[src/rtl/ball_motion_ctrl_pkg.sv]
// Shared definitions for the bouncing-ball datapath: FSM encodings and screen geometry.
// The timing generator and the renderer also use these.
package ball_motion_ctrl_pkg;

    typedef enum logic [1:0] {
        ST_IDLE  = 2'd0,
        ST_SERVE = 2'd1,
        ST_RUN   = 2'd2,
        ST_PAUSE = 2'd3
    } state_e;

    localparam int H_VISIBLE = 640;
    localparam int V_VISIBLE = 480;
    localparam int BALL_SIZE = 10;

    localparam int POS_X_W = 10;
    localparam int POS_Y_W = 9;

    // Counter width for a modulo-n counter; a modulo-1 counter still needs one bit.
    function automatic int cnt_w(input int n);
        return (n > 1) ? $clog2(n) : 1;
    endfunction

endpackage

[src/rtl/ball_motion_ctrl_frame_divider.sv]
// Modulo-P_MOD counter advanced by frame pulses.
// o_Wrap is a combinational strobe that is high on the enabled pulse that returns the count to zero.
module ball_motion_ctrl_frame_divider
    import ball_motion_ctrl_pkg::*;
#(
    parameter int P_MOD = 2
) (
    input  logic i_Clk,
    input  logic i_Rst_n,
    input  logic i_Clr,
    input  logic i_En,
    output logic o_Wrap
);

    localparam int              C_W    = cnt_w(P_MOD);
    localparam logic [C_W-1:0]  C_LAST = C_W'(P_MOD - 1);

    logic [C_W-1:0] r_count;

    assign o_Wrap = i_En && (r_count == C_LAST);

    always_ff @(posedge i_Clk or negedge i_Rst_n) begin
        if (!i_Rst_n) begin
            r_count <= '0;
        end else if (i_Clr) begin
            r_count <= '0;
        end else if (i_En) begin
            r_count <= o_Wrap ? '0 : r_count + 1'b1;
        end
    end

endmodule

[src/rtl/ball_motion_ctrl.sv]
// Per-frame ball sequencer: serve/run/pause FSM, ball position and direction,
// step enable for the pixel generator, and a wall-contact strobe.
module ball_motion_ctrl
    import ball_motion_ctrl_pkg::*;
#(
    parameter int P_H_VISIBLE    = H_VISIBLE,
    parameter int P_V_VISIBLE    = V_VISIBLE,
    parameter int P_BALL_SIZE    = BALL_SIZE,
    parameter int P_START_X      = 316,
    parameter int P_START_Y      = 100,
    parameter int P_SERVE_FRAMES = 60,
    parameter int P_STEP_DIV     = 1
) (
    input  logic               i_Clk,
    input  logic               i_Rst_n,
    input  logic               i_VReset,
    input  logic               i_Start,
    input  logic               i_Pause,
    output logic               o_XDir,
    output logic               o_YDir,
    output logic               o_Move,
    output logic [POS_X_W-1:0] o_PosX,
    output logic [POS_Y_W-1:0] o_PosY,
    output logic               o_Bounce,
    output logic [1:0]         o_State
);

    localparam logic [POS_X_W-1:0] C_X_MIN   = POS_X_W'(1);
    localparam logic [POS_Y_W-1:0] C_Y_MIN   = POS_Y_W'(1);
    localparam logic [POS_X_W-1:0] C_X_MAX   = POS_X_W'(P_H_VISIBLE - P_BALL_SIZE + 1);
    localparam logic [POS_Y_W-1:0] C_Y_MAX   = POS_Y_W'(P_V_VISIBLE - P_BALL_SIZE + 1);
    localparam logic [POS_X_W-1:0] C_START_X = POS_X_W'(P_START_X);
    localparam logic [POS_Y_W-1:0] C_START_Y = POS_Y_W'(P_START_Y);

    localparam bit C_START_OK =
        (P_START_X > 1) && (P_START_X < P_H_VISIBLE - P_BALL_SIZE + 1) &&
        (P_START_Y > 1) && (P_START_Y < P_V_VISIBLE - P_BALL_SIZE + 1);

    state_e               r_state;
    state_e               w_state_nxt;
    logic                 r_pending;
    logic                 r_XDir;
    logic                 r_YDir;
    logic                 r_Move;
    logic                 r_Bounce;
    logic [POS_X_W-1:0]   r_PosX;
    logic [POS_Y_W-1:0]   r_PosY;

    logic                 w_serve_en;
    logic                 w_serve_clr;
    logic                 w_serve_wrap;
    logic                 w_step_en;
    logic                 w_step;
    logic [POS_X_W-1:0]   w_x_next;
    logic [POS_Y_W-1:0]   w_y_next;
    logic                 w_x_lo;
    logic                 w_x_hi;
    logic                 w_y_lo;
    logic                 w_y_hi;

    assign w_serve_en  = (r_state == ST_SERVE) && i_VReset;
    assign w_serve_clr = (r_state == ST_IDLE) && i_VReset;
    assign w_step_en   = (r_state == ST_RUN) && i_VReset && !i_Pause;

    ball_motion_ctrl_frame_divider #(.P_MOD(P_SERVE_FRAMES)) u_serve_div (
        .i_Clk   (i_Clk),
        .i_Rst_n (i_Rst_n),
        .i_Clr   (w_serve_clr),
        .i_En    (w_serve_en),
        .o_Wrap  (w_serve_wrap)
    );

    ball_motion_ctrl_frame_divider #(.P_MOD(P_STEP_DIV)) u_step_div (
        .i_Clk   (i_Clk),
        .i_Rst_n (i_Rst_n),
        .i_Clr   (1'b0),
        .i_En    (w_step_en),
        .o_Wrap  (w_step)
    );

    // Edge tests look at the post-step position so the flip lands with the step itself.
    assign w_x_next = r_XDir ? r_PosX + 1'b1 : r_PosX - 1'b1;
    assign w_y_next = r_YDir ? r_PosY + 1'b1 : r_PosY - 1'b1;
    assign w_x_lo   = (w_x_next == C_X_MIN);
    assign w_x_hi   = (w_x_next == C_X_MAX);
    assign w_y_lo   = (w_y_next == C_Y_MIN);
    assign w_y_hi   = (w_y_next == C_Y_MAX);

    always_comb begin
        w_state_nxt = r_state;
        case (r_state)
            ST_IDLE:  if (i_VReset && (r_pending || i_Start)) w_state_nxt = ST_SERVE;
            ST_SERVE: if (w_serve_wrap) w_state_nxt = ST_RUN;
            ST_RUN:   if (i_VReset && i_Pause) w_state_nxt = ST_PAUSE;
            ST_PAUSE: if (i_VReset && !i_Pause) w_state_nxt = ST_RUN;
            default:  w_state_nxt = ST_IDLE;
        endcase
    end

    always_ff @(posedge i_Clk or negedge i_Rst_n) begin
        if (!i_Rst_n) begin
            r_state <= ST_IDLE;
        end else begin
            r_state <= w_state_nxt;
        end
    end

    always_ff @(posedge i_Clk or negedge i_Rst_n) begin
        if (!i_Rst_n) begin
            r_pending <= 1'b0;
            r_Move    <= 1'b0;
            r_Bounce  <= 1'b0;
            r_XDir    <= 1'b1;
            r_YDir    <= 1'b1;
            r_PosX    <= C_START_X;
            r_PosY    <= C_START_Y;
        end else begin
            // A start request only survives while IDLE waits for the next frame.
            r_pending <= (r_state == ST_IDLE) && !i_VReset && (r_pending || i_Start);
            r_Bounce  <= w_step && (w_x_lo || w_x_hi || w_y_lo || w_y_hi);
            if (i_VReset) begin
                r_Move <= w_step;
            end
            if (w_step) begin
                r_PosX <= w_x_next;
                r_PosY <= w_y_next;
                if (w_x_lo) r_XDir <= 1'b1;
                if (w_x_hi) r_XDir <= 1'b0;
                if (w_y_lo) r_YDir <= 1'b1;
                if (w_y_hi) r_YDir <= 1'b0;
            end
        end
    end

    assign o_XDir   = r_XDir;
    assign o_YDir   = r_YDir;
    assign o_Move   = r_Move;
    assign o_PosX   = r_PosX;
    assign o_PosY   = r_PosY;
    assign o_Bounce = r_Bounce;
    assign o_State  = r_state;

    a_start_inside: assert property (@(posedge i_Clk) C_START_OK);

endmodule

[config.mk]
export PLATFORM = sky130hd
export DESIGN_NAME = ball_motion_ctrl
export DESIGN_NICKNAME = d
export VERILOG_FILES = /design/src/rtl/ball_motion_ctrl_pkg.sv /design/src/rtl/ball_motion_ctrl_frame_divider.sv /design/src/rtl/ball_motion_ctrl.sv
export SDC_FILE = /design/constraint.sdc
export NUM_CORES = 1
export LEC_CHECK = 0
export BUFFER_PORTS_ARGS = -buffer_cell sky130_fd_sc_hd__buf_4
export CORE_MARGIN = 2
export CORE_UTILIZATION = 63
export DETAILED_ROUTE_END_ITERATION = 10
export PLACE_DENSITY = 0.86
export SLEW_MARGIN = 20
export SYNTH_ARGS = -nofsm -noshare
export SYNTH_HDL_FRONTEND = slang
export SYNTH_HIERARCHICAL = 1
export SYNTH_SLANG_ARGS = --single-unit
[constraint.sdc]
create_clock -name i_Clk -period 6.62 [get_ports i_Clk]
set_input_delay 0.331 -clock i_Clk [delete_from_list [all_inputs] [get_ports i_Clk]]
set_output_delay 0.331 -clock i_Clk [all_outputs]
set_load 0.05 [all_outputs]
Word level (Yosys, flattened, before mapping)
Cells that the tools add are included.
- bits in latches: 0
- memories: 0
- RAM bits: 0
- bits in registers: 33
- bits in read-only memories: 0
- output and inout port bits: 25
- logic and storage cells: 69
- bits of input ports: 5
- equality and inequality tests: 12
- multipliers: 0
- reductions and logical operators: 25
- order comparisons: 0
- mux-type cells: 15
- $add $sub $neg: 6
- bitwise gates (word level): 1
- shift operators: 0
- div/mod/pow operators: 0
- operators by type and width (operator ; count):
    $mux 6 ; 3
    $logic_and 1x1->1 ; 12
    $add 10x1->10 const B ; 1
    $eq 10x1->1 const B ; 1
    $eq 10x10->1 const B ; 1
    $mux 10 ; 1
    $sub 10x1->10 const B ; 1
    $add 9x1->9 const B ; 1
    $eq 9x1->1 const B ; 1
    $eq 9x9->1 const B ; 1
    $mux 9 ; 1
    $sub 9x1->9 const B ; 1
    $mux 2 ; 4
    $pmux 2 s4 ; 1
    $add 6x1->6 const B ; 1
    $eq 6x6->1 const B ; 1
    $ne 2x1->1 const B ; 3
    $reduce_bool 2->1 ; 3
    $mux 1 ; 5
    $eq 2x2->1 const B ; 2
    $logic_or 1x1->1 ; 4
    $reduce_and 2->1 ; 2
    $reduce_and 4->1 ; 1
    $eq 2x1->1 const B ; 1
    5 further kinds ; 6

Depth between registers and ports, before layout
Gate-level depths: netlist of run 1.
- word-level depth: 7
- depth in mapped cells: 10
- gate-level depth less buffers: 9

Hierarchy
Netlist of run 1, hierarchy kept.
- modules (own cells, without submodules) (module ; cells each ; sequential area each (sq um) ; times used ; area an instance (sq um)):
    ball_motion_ctrl ; 208 ; 663.1 ; 1 ; 2000.7
    ball_motion_ctrl_frame_divider (u_serve_div) ; 35 ; 150.1 ; 1 ; 334.1
    ball_motion_ctrl_frame_divider (u_step_div) ; 3 ; 25.0 ; 1 ; 46.3

Worst setup path after synthesis of run 1
No wires, ideal clock.
- path type: flip-flop to flip-flop
- start point: register r_XDir, in the netlist o_XDir
- end point: register r_Bounce, in the netlist o_Bounce
- arrival time: 2.716 ns
- clock period less this slack: 2.782 ns
- cell stages (with the launch flop): 10
- setup time: 0.066 ns
- path buffers: 0
- slack: 3.838 ns
- data required time: 6.554 ns
- cells stage by stage: dfstp_2 > inv_1 > ha_1 > a21oi_1 > o22ai_1 > nor3_1 > nor2_1 > or4_1 > mux2i_1 > a22o_1
- cells in the longest elaborated chain, start to end: 6
- elaborated cells on any way between the ends: 7
- classes of those cells: 2 x eq/ne; 1 x mux; 4 x reduce/logical
- RTL lines (item ; line ; RTL):
    start: declaration ; ball_motion_ctrl.sv:42 ; logic r_XDir;
    start signal: assignment ; ball_motion_ctrl.sv:113 ; r_XDir <= 1'b1;
    start signal: assignment ; ball_motion_ctrl.sv:127 ; if (w_x_lo) r_XDir <= 1'b1;
    start signal: assignment ; ball_motion_ctrl.sv:128 ; if (w_x_hi) r_XDir <= 1'b0;
    $mux 10 (*) ; ball_motion_ctrl.sv:82 ; assign w_x_next = r_XDir ? r_PosX + 1'b1 : r_PosX - 1'b1;
    $eq 10x1->1 / $eq 10x10->1 (equally long branches) ; ball_motion_ctrl.sv:84, ball_motion_ctrl.sv:85 ;
    $logic_or 1x1->1 (*) (3 in a row) ; ball_motion_ctrl.sv:120 ; r_Bounce <= w_step && (w_x_lo || w_x_hi || w_y_lo || w_y_hi);
    $logic_and 1x1->1 (*) ; ball_motion_ctrl.sv:120 ;
    end signal: assignment ; ball_motion_ctrl.sv:120 ;
    end: declaration ; ball_motion_ctrl.sv:45 ; logic r_Bounce;
Every way passes the cells marked *; elsewhere a longest branch is shown, timed or not.
A chain may end at the register's enable or synchronous reset.

Worst setup path in the final report of run 1
- start point: register r_XDir, in the netlist o_XDir
- end point: register r_XDir, in the netlist o_XDir
- cells in the longest elaborated chain, start to end: 4
- elaborated cells on any way between the ends: 6
- classes of those cells: 2 x eq/ne; 2 x mux; 2 x reduce/logical
- RTL lines (item ; line):
    $mux 10 (*) ; ball_motion_ctrl.sv:82
    $eq 10x1->1 / $eq 10x10->1 (equally long branches) ; ball_motion_ctrl.sv:84, ball_motion_ctrl.sv:85
    $reduce_bool 2->1 (no source line) ; -
    $reduce_and 2->1 (no source line) ; -
Marked as above.

==> metrics.cfg, run 1 <==
[logic_synthesis]
synth_cells = 246
ys_types = 56
synth_nets = 273
seq_area_frac_synth_pct = 35.21
synthAdderAreaFrac_pct = 12.19
synth_area_sq_um = 2381
synth_top_family_by_area = simple AND/OR/NAND/NOR gates
avgSynthCellArea_sq_um = 9.679
synthMuxAreaShare_pct = 8.723
synth_compound_area_share_pct = 15.92
synth_edf_count = 0
synth-seq-cells = 33
synth_xor_area_share_pct = 5.833
synth-async-reset-ratio_pct = 100.0
ys_warn_count = 6
ys.flop_type = dfrtp_1
synth_top_cell_by_area = dfrtp_1
synth.area.top_cells = dfrtp_1, dfstp_2, ha_1, mux2_2, xnor2_1
synth_top_cell_area_share_pct = 24.17
synth_simple_gate_area_share_pct = 18.81

[timing]
hold_viol = 0
layout_setup_ws_ps = 3797
max_freq_mhz = 354.2
period_minus_slack_ps = 2823
finalCritPeriodShare_pct = 42.65
finalSetupViolations = 0
slew_violations = 0
finClkSkew_ps = 11.41
relSlewSlack_pct = 50.23
hold_ws_ps = 239.2
fin_setup_tns_ps = 0
tightest_slew_ps = 744.9
rsz0062_at_grt = false

[clock_tree]
h-tree-depth = 2
clkTransAtPathRegs_ps = 80
clk_latency_ps = 290
cts_resized = 0
cts_buffers = 5
cts_tree = built
cts.sinks = 33
root_buffer = clkbuf_8
max-clock-path-buffers = 2

[pwr]
leakagePower_uw = 0.001332
power_uw = 1020
p_per_area_nw_per_um2 = 370.6
peakVddDrop_uv = 212.9

[global_route]
grt_max_degree = 34
grt_pass1_vias = 1910
grt_usage_pct = 25.81
antenna_found_initial = 0
overflow = 0
grt_pass1_wl_um = 8528

[place]
gp_congestion = 0.9073
place_ws_ps = 3810
numPortBuffers = 29
placed_area_sq_um = 2621
hpwlAfterDp_um = 3526

[setup_path]
critPathMaxStageDelay_ps = 580
path_max_fanout = 9
path_cells = inv_1 -> fa_1 -> a21oi_1 -> o22ai_1 -> o21a_1 -> nor2_1 -> nand4_1 -> or4_1 -> o2bb2ai_1
rr_startpoint = o_XDir
critPathKind = reg -> reg
critPathSlowestCell = dfstp_2
path_buf_inv = 1
critPathLaunch = o_XDir
crit_required_ps = 6840
start_kind = flop
crit_path_end_kind = flop
critPathTopFamily = compound AO/OA/AOI/OAI gates
crit_arrival_ps = 3050

[layout]
layout.nets = 302
postLayoutCellArea_sq_um = 2751
synthToLayoutAreaGrowth_pct = 15.55
diodes = 0
fillCellCount = 274
drive_above_1_share_pct = 25.72

[min_path]
hold_path_class = in -> reg
hold_start = i_VReset

[floorplan]
core_area_sq_um = 3633
die_h_um = 65.48
start_util_pct = 65.53
num_rows = 22
dieArea_sq_um = 4287
die_x_um = 65.48
ios = 30

[drt]
viasPerCell = 5.914
drc_errors = 0
drtIter0Drc = 125
dr.pass1.iters = 5
via_count = 1916
drt-total-wl_um = 4844
wire_per_inst_um = 14.95
antenna_left = 0

[job]
cap_violations = 0

[outcome]
status = finished, final reports clean

==> registers in the layout (all words and copies together), names as in the netlist <==
signal	flops
o_PosY	9
u_step_div/r_count	1
o_State	2
r_pending	1
u_serve_div/r_count	6
o_Move	1
o_YDir	1
o_Bounce	1
o_PosX	10
o_XDir	1
==> timing repair <==
item,in CTS,in global routing
hold buffers,1,0
hold endpoints to repair,23,0
buffers inserted,0,0
==> cell usage after synthesis (2+ instances only) <==
| library cell | n |
|---|---|
| dfrtp_1 | 23 |
| ha_1 | 20 |
| nor2_1 | 18 |
| a21oi_1 | 17 |
| nand2_1 | 16 |
| mux2_2 | 14 |
| o21ai_0 | 12 |
| dfstp_2 | 10 |
| inv_1 | 10 |
| xnor2_1 | 10 |
| nand3_1 | 8 |
| nor2b_1 | 7 |
| clkbuf_1 | 6 |
| a21o_1 | 5 |
| mux2i_1 | 5 |
| nand2b_1 | 5 |
| nor3_1 | 5 |
| nand3b_1 | 4 |
| xor2_1 | 4 |
| nand4_1 | 3 |
| a31oi_1 | 2 |
| fa_1 | 2 |
| nor3b_1 | 2 |
| nor4_1 | 2 |
| o2111ai_1 | 2 |
| or2_2 | 2 |
| or3_1 | 2 |
| or4_1 | 2 |
==> path summary, 6_finish.rpt <==
kind | slack (ps) | end | depth (start not counted)
setup / recovery | 3800 | o_XDir | 9
hold / removal | 240 | r_pending | 2
setup reg to reg | 3800 | o_XDir | 9
hold reg to reg | 510 | o_PosY[2] | 2
max in group asynchronous | 5760 | o_PosX[4] | 2
min in group asynchronous | 510 | o_Bounce | 2
==> area by class of cell <==
class	instances	area, sq um	share of cell area, %
flip-flops and latches	33	838.3	30.47
repair buffers	30	227.7	8.276
multi-input cells	195	1468	53.34
well taps	48	60.06	2.183
clock buffers	6	82.58	3.001
clock inverters	2	37.54	1.364
inverters	10	37.54	1.364
==> logic make-up after synthesis <==
kind of cell | Yosys count
xor gates and xnor gates | 15
adders and majority gates | 22
muxes | 19
AOI/OAI and AO/OA | 55
other | 1
and+or+nand+nor | 83
buffers and inverters | 18
DFF | 33
==> stage by stage <==
stage / util, % / cells
finish: 75.72 / 324
global route: 75.72 / 324
CTS: 75.72 / 324
detailed placement: 72.14 / 315
global placement: 72.14 / 315
floorplan: - / 246
==> metal layers <==
metal | share of wire [%] | routed length, um | up-vias | GRT usage, %
li1 | - | - | 952 | -
met1 | 45 | 2192 | 916 | 33.11
met2 | 49 | 2387 | 36 | 42.98
met3 | 3.4 | 167 | 12 | 5.479
met4 | 2.0 | 97 | 0 | 9.375
met5 | 0 | 0 | - | 0
==> cell usage in the layout, fill, tap and decap left out, types with 6 or more instances in the layout <==
master,instances
nand2_1,16
inv_1,10
clkbuf_8,6
dfstp_2,10
xnor2_1,10
nor2b_1,7
nand3_1,8
nor2_1,18
dfrtp_1,23
buf_4,29
mux2_2,14
a21oi_1,17
ha_1,20
o21ai_0,12
==> report_power, final <==
part	total [uW]	internal [uW]	switching (uW)
clock network	199	122	76.7
logic	535	223	313
registers	285	241	43.8
No activity file was read; power rests on OpenSTA's default activity.
==> run 2, diff against run 1 <==
--- a/config.mk
+++ b/config.mk
@@ -7,9 +7,9 @@
 export LEC_CHECK = 0
 export BUFFER_PORTS_ARGS = -buffer_cell sky130_fd_sc_hd__buf_4
 export CORE_MARGIN = 2
-export CORE_UTILIZATION = 63
+export CORE_UTILIZATION = 53
 export DETAILED_ROUTE_END_ITERATION = 10
-export PLACE_DENSITY = 0.86
+export PLACE_DENSITY = 0.77
 export SLEW_MARGIN = 20
 export SYNTH_ARGS = -nofsm -noshare
 export SYNTH_HDL_FRONTEND = slang
==> constraint.sdc (replaced) <==
create_clock -name i_Clk -period 2.4 [get_ports i_Clk]
set_input_delay 0.12 -clock i_Clk [delete_from_list [all_inputs] [get_ports i_Clk]]
set_output_delay 0.12 -clock i_Clk [all_outputs]
set_load 0.05 [all_outputs]
==> run 2 against run 1 <==
  * The run now ends with setup timing left
  * Sequential cell count unchanged
  * Hold slack got worse by 210 ps
  * Core utilization grew 3.0 points
  * Total power rose to 3.4 times the previous value
  * Routed wire length up 37%
  * Critical endpoint is now o_Bounce
  * Sequential power grew to 2.8 times the previous value
  * Clock power grew 140%
  * Final cell count increased by 16%
  * Largest power group unchanged
  * Combinational power rose to 4.1 times the previous value
==> metrics.cfg, run 2 (synthesized netlist as in run 1, its figures left out) <==
[outcome]
status = complete, but fails checks
violations = setup timing

[clock_tree]
cts.sinks = 33  ; unchanged
clkTransAtPathRegs_ps = 80  ; about the same
root_buffer = clkbuf_8
h-tree-depth = 2  ; unchanged
cts_tree = built
clk_latency_ps = 300  ; about the same
cts_buffers = 5  ; unchanged
max-clock-path-buffers = 2  ; unchanged

[timing]
relSlewSlack_pct = 49.26  ; -0.98 points
finalCritPeriodShare_pct = 116.7  ; +74 points
rsz0062_at_grt = true
layout_setup_ws_ps = -400.6  ; -4197 ps
tightest_slew_ps = 759.5  ; +14.64 ps
period_minus_slack_ps = 2801  ; -22.80 ps
max_freq_mhz = 357.1  ; +0.81%
hold_ws_ps = 30.37  ; -208.8 ps
finalSetupViolations = 5  ; +5
finClkSkew_ps = 7.946  ; -3.466 ps
slew_violations = 0  ; unchanged
hold_viol = 0  ; unchanged

[setup_path]
critPathKind = reg -> reg
start_kind = flop
reg2reg_to = o_Bounce
r2r_slack_ps = -400  ; -4200 ps
crit_path_end_kind = flop
crit_arrival_ps = 3030  ; -20 ps
path_max_fanout = 8  ; -1
worst_r2r_path_depth = 10  ; +1
rr_startpoint = o_XDir
critPathLaunch = o_XDir
crit_required_ps = 2630  ; -4210 ps

[floorplan]
start_util_pct = 54.68  ; -11 points
die_h_um = 71.03  ; +8.5%
num_rows = 24  ; +9.1%
dieArea_sq_um = 5045  ; +18%
die_x_um = 71.03  ; +8.5%
ios = 30  ; unchanged
core_area_sq_um = 4354  ; +20%

[global_route]
overflow = 0  ; unchanged
grt_max_degree = 34  ; unchanged
grt_pass1_wl_um = 10360  ; +22%
grt_usage_pct = 25.88  ; +0.077 points
grt_pass1_vias = 2209  ; +16%
antenna_found_initial = 0  ; unchanged

[layout]
layout.nets = 349  ; +16%
drive_above_1_share_pct = 48.92  ; +23 points
layout_common_cells = buf_4, dfrtp_1, nand2_1, nor2_1, mux2_2
mostFrequentLayoutCell = buf_4
fillCellCount = 262  ; -4.4%
diodes = 0  ; unchanged
final_core_util_pct = 78.76  ; +3.0 points
synthToLayoutAreaGrowth_pct = 44.04
largest_reg_flops = 10  ; unchanged
multi_input_area_sq_um = 1770  ; +21%
final-seq-area_sq_um = 845.8  ; +0.90%

[drt]
drc_errors = 0  ; unchanged
wire_per_inst_um = 17.72  ; +19%
via_count = 2211  ; +15%
viasPerCell = 5.896  ; -0.30%
drt-total-wl_um = 6645  ; +37%
drtIter0Drc = 142  ; +14%
dr.pass1.iters = 4  ; -1
antenna_left = 0  ; unchanged

[min_path]
hold_start = i_VReset
hold_path_class = in -> reg
hold_depth = 2  ; unchanged
hold_path_end = r_pending

[pwr]
leakagePower_uw = 0.001619  ; +22%
p_per_area_nw_per_um2 = 1010  ; +170%
peakVddDrop_uv = 579.2  ; +170%

[place]
hpwlAfterDp_um = 3991  ; +13%
place_ws_ps = -418.6  ; -4228 ps
numPortBuffers = 29  ; unchanged
gp_congestion = 0.8994  ; -0.87%

[job]
cap_violations = 0  ; unchanged

==> run 2: repair_timing <==
action	CTS	global route
endpoints found under the setup margin	6	7
setup buffers	3	4
hold endpoints to repair	23	0
pin swaps	7	20
gates cloned	0	0
gates resized for setup	13	28
hold buffers	1	0
==> run 2: stage by stage <==
stage                     total power (uW)  TNS (ps)  std cells  area, sq um
after floorplan                       1981    -718.2        246         2465
after global placement                2483    -804.8        359         3008
after detailed placement              2525     -1338        359         3008
after CTS                             3166    -638.4        371         3226
after global routing                  3666     -1443        375         3430
final                                 3463    -874.4        375         3430
==> run 2: metal layers <==
layer / global-route usage (%) / up-vias / part of all wire [%]
met5: 0 / - / 0
met4: 9.224 / 0 / 2.6
met3: 4.558 / 20 / 4.1
met2: 44.44 / 58 / 51
met1: 32.85 / 1086 / 42
li1: - / 1047 / -
==> run 2: layout make-up <==
type                            instances  share of cell area (%)
Sequential cell                        33                   24.66
Inverter                               10                   1.350
Timing Repair Buffer                   77                   17.51
Clock inverter                          1                  0.1459
Clock buffer                            7                   2.809
Tap cell                               52                   1.897
Multi-Input combinational cell        195                   51.62
==> run 2: worst max-delay path by stage <==
stage	end
after CTS	o_Bounce
after floorplan	o_Bounce
final	o_Bounce
after detailed placement	o_XDir
after global routing	o_XDir
after global placement	o_Bounce
==> run 2: power by group <==
group	switching, uW	total, uW	internal, uW
Clock	223	483	260
Combinational	1140	2190	1050
Sequential	127	792	665
==> run 2: critical path, stage by stage, from the launching register on <==
cell and delay, ps:
dfstp_4 630, clkinvlp_4 90, buf_12 160, fa_2 370, a21oi_4 190, o22ai_4 130, nor3_4 190, nor2_4 80
or4_1 550, mux2i_1 180, a22o_1 150
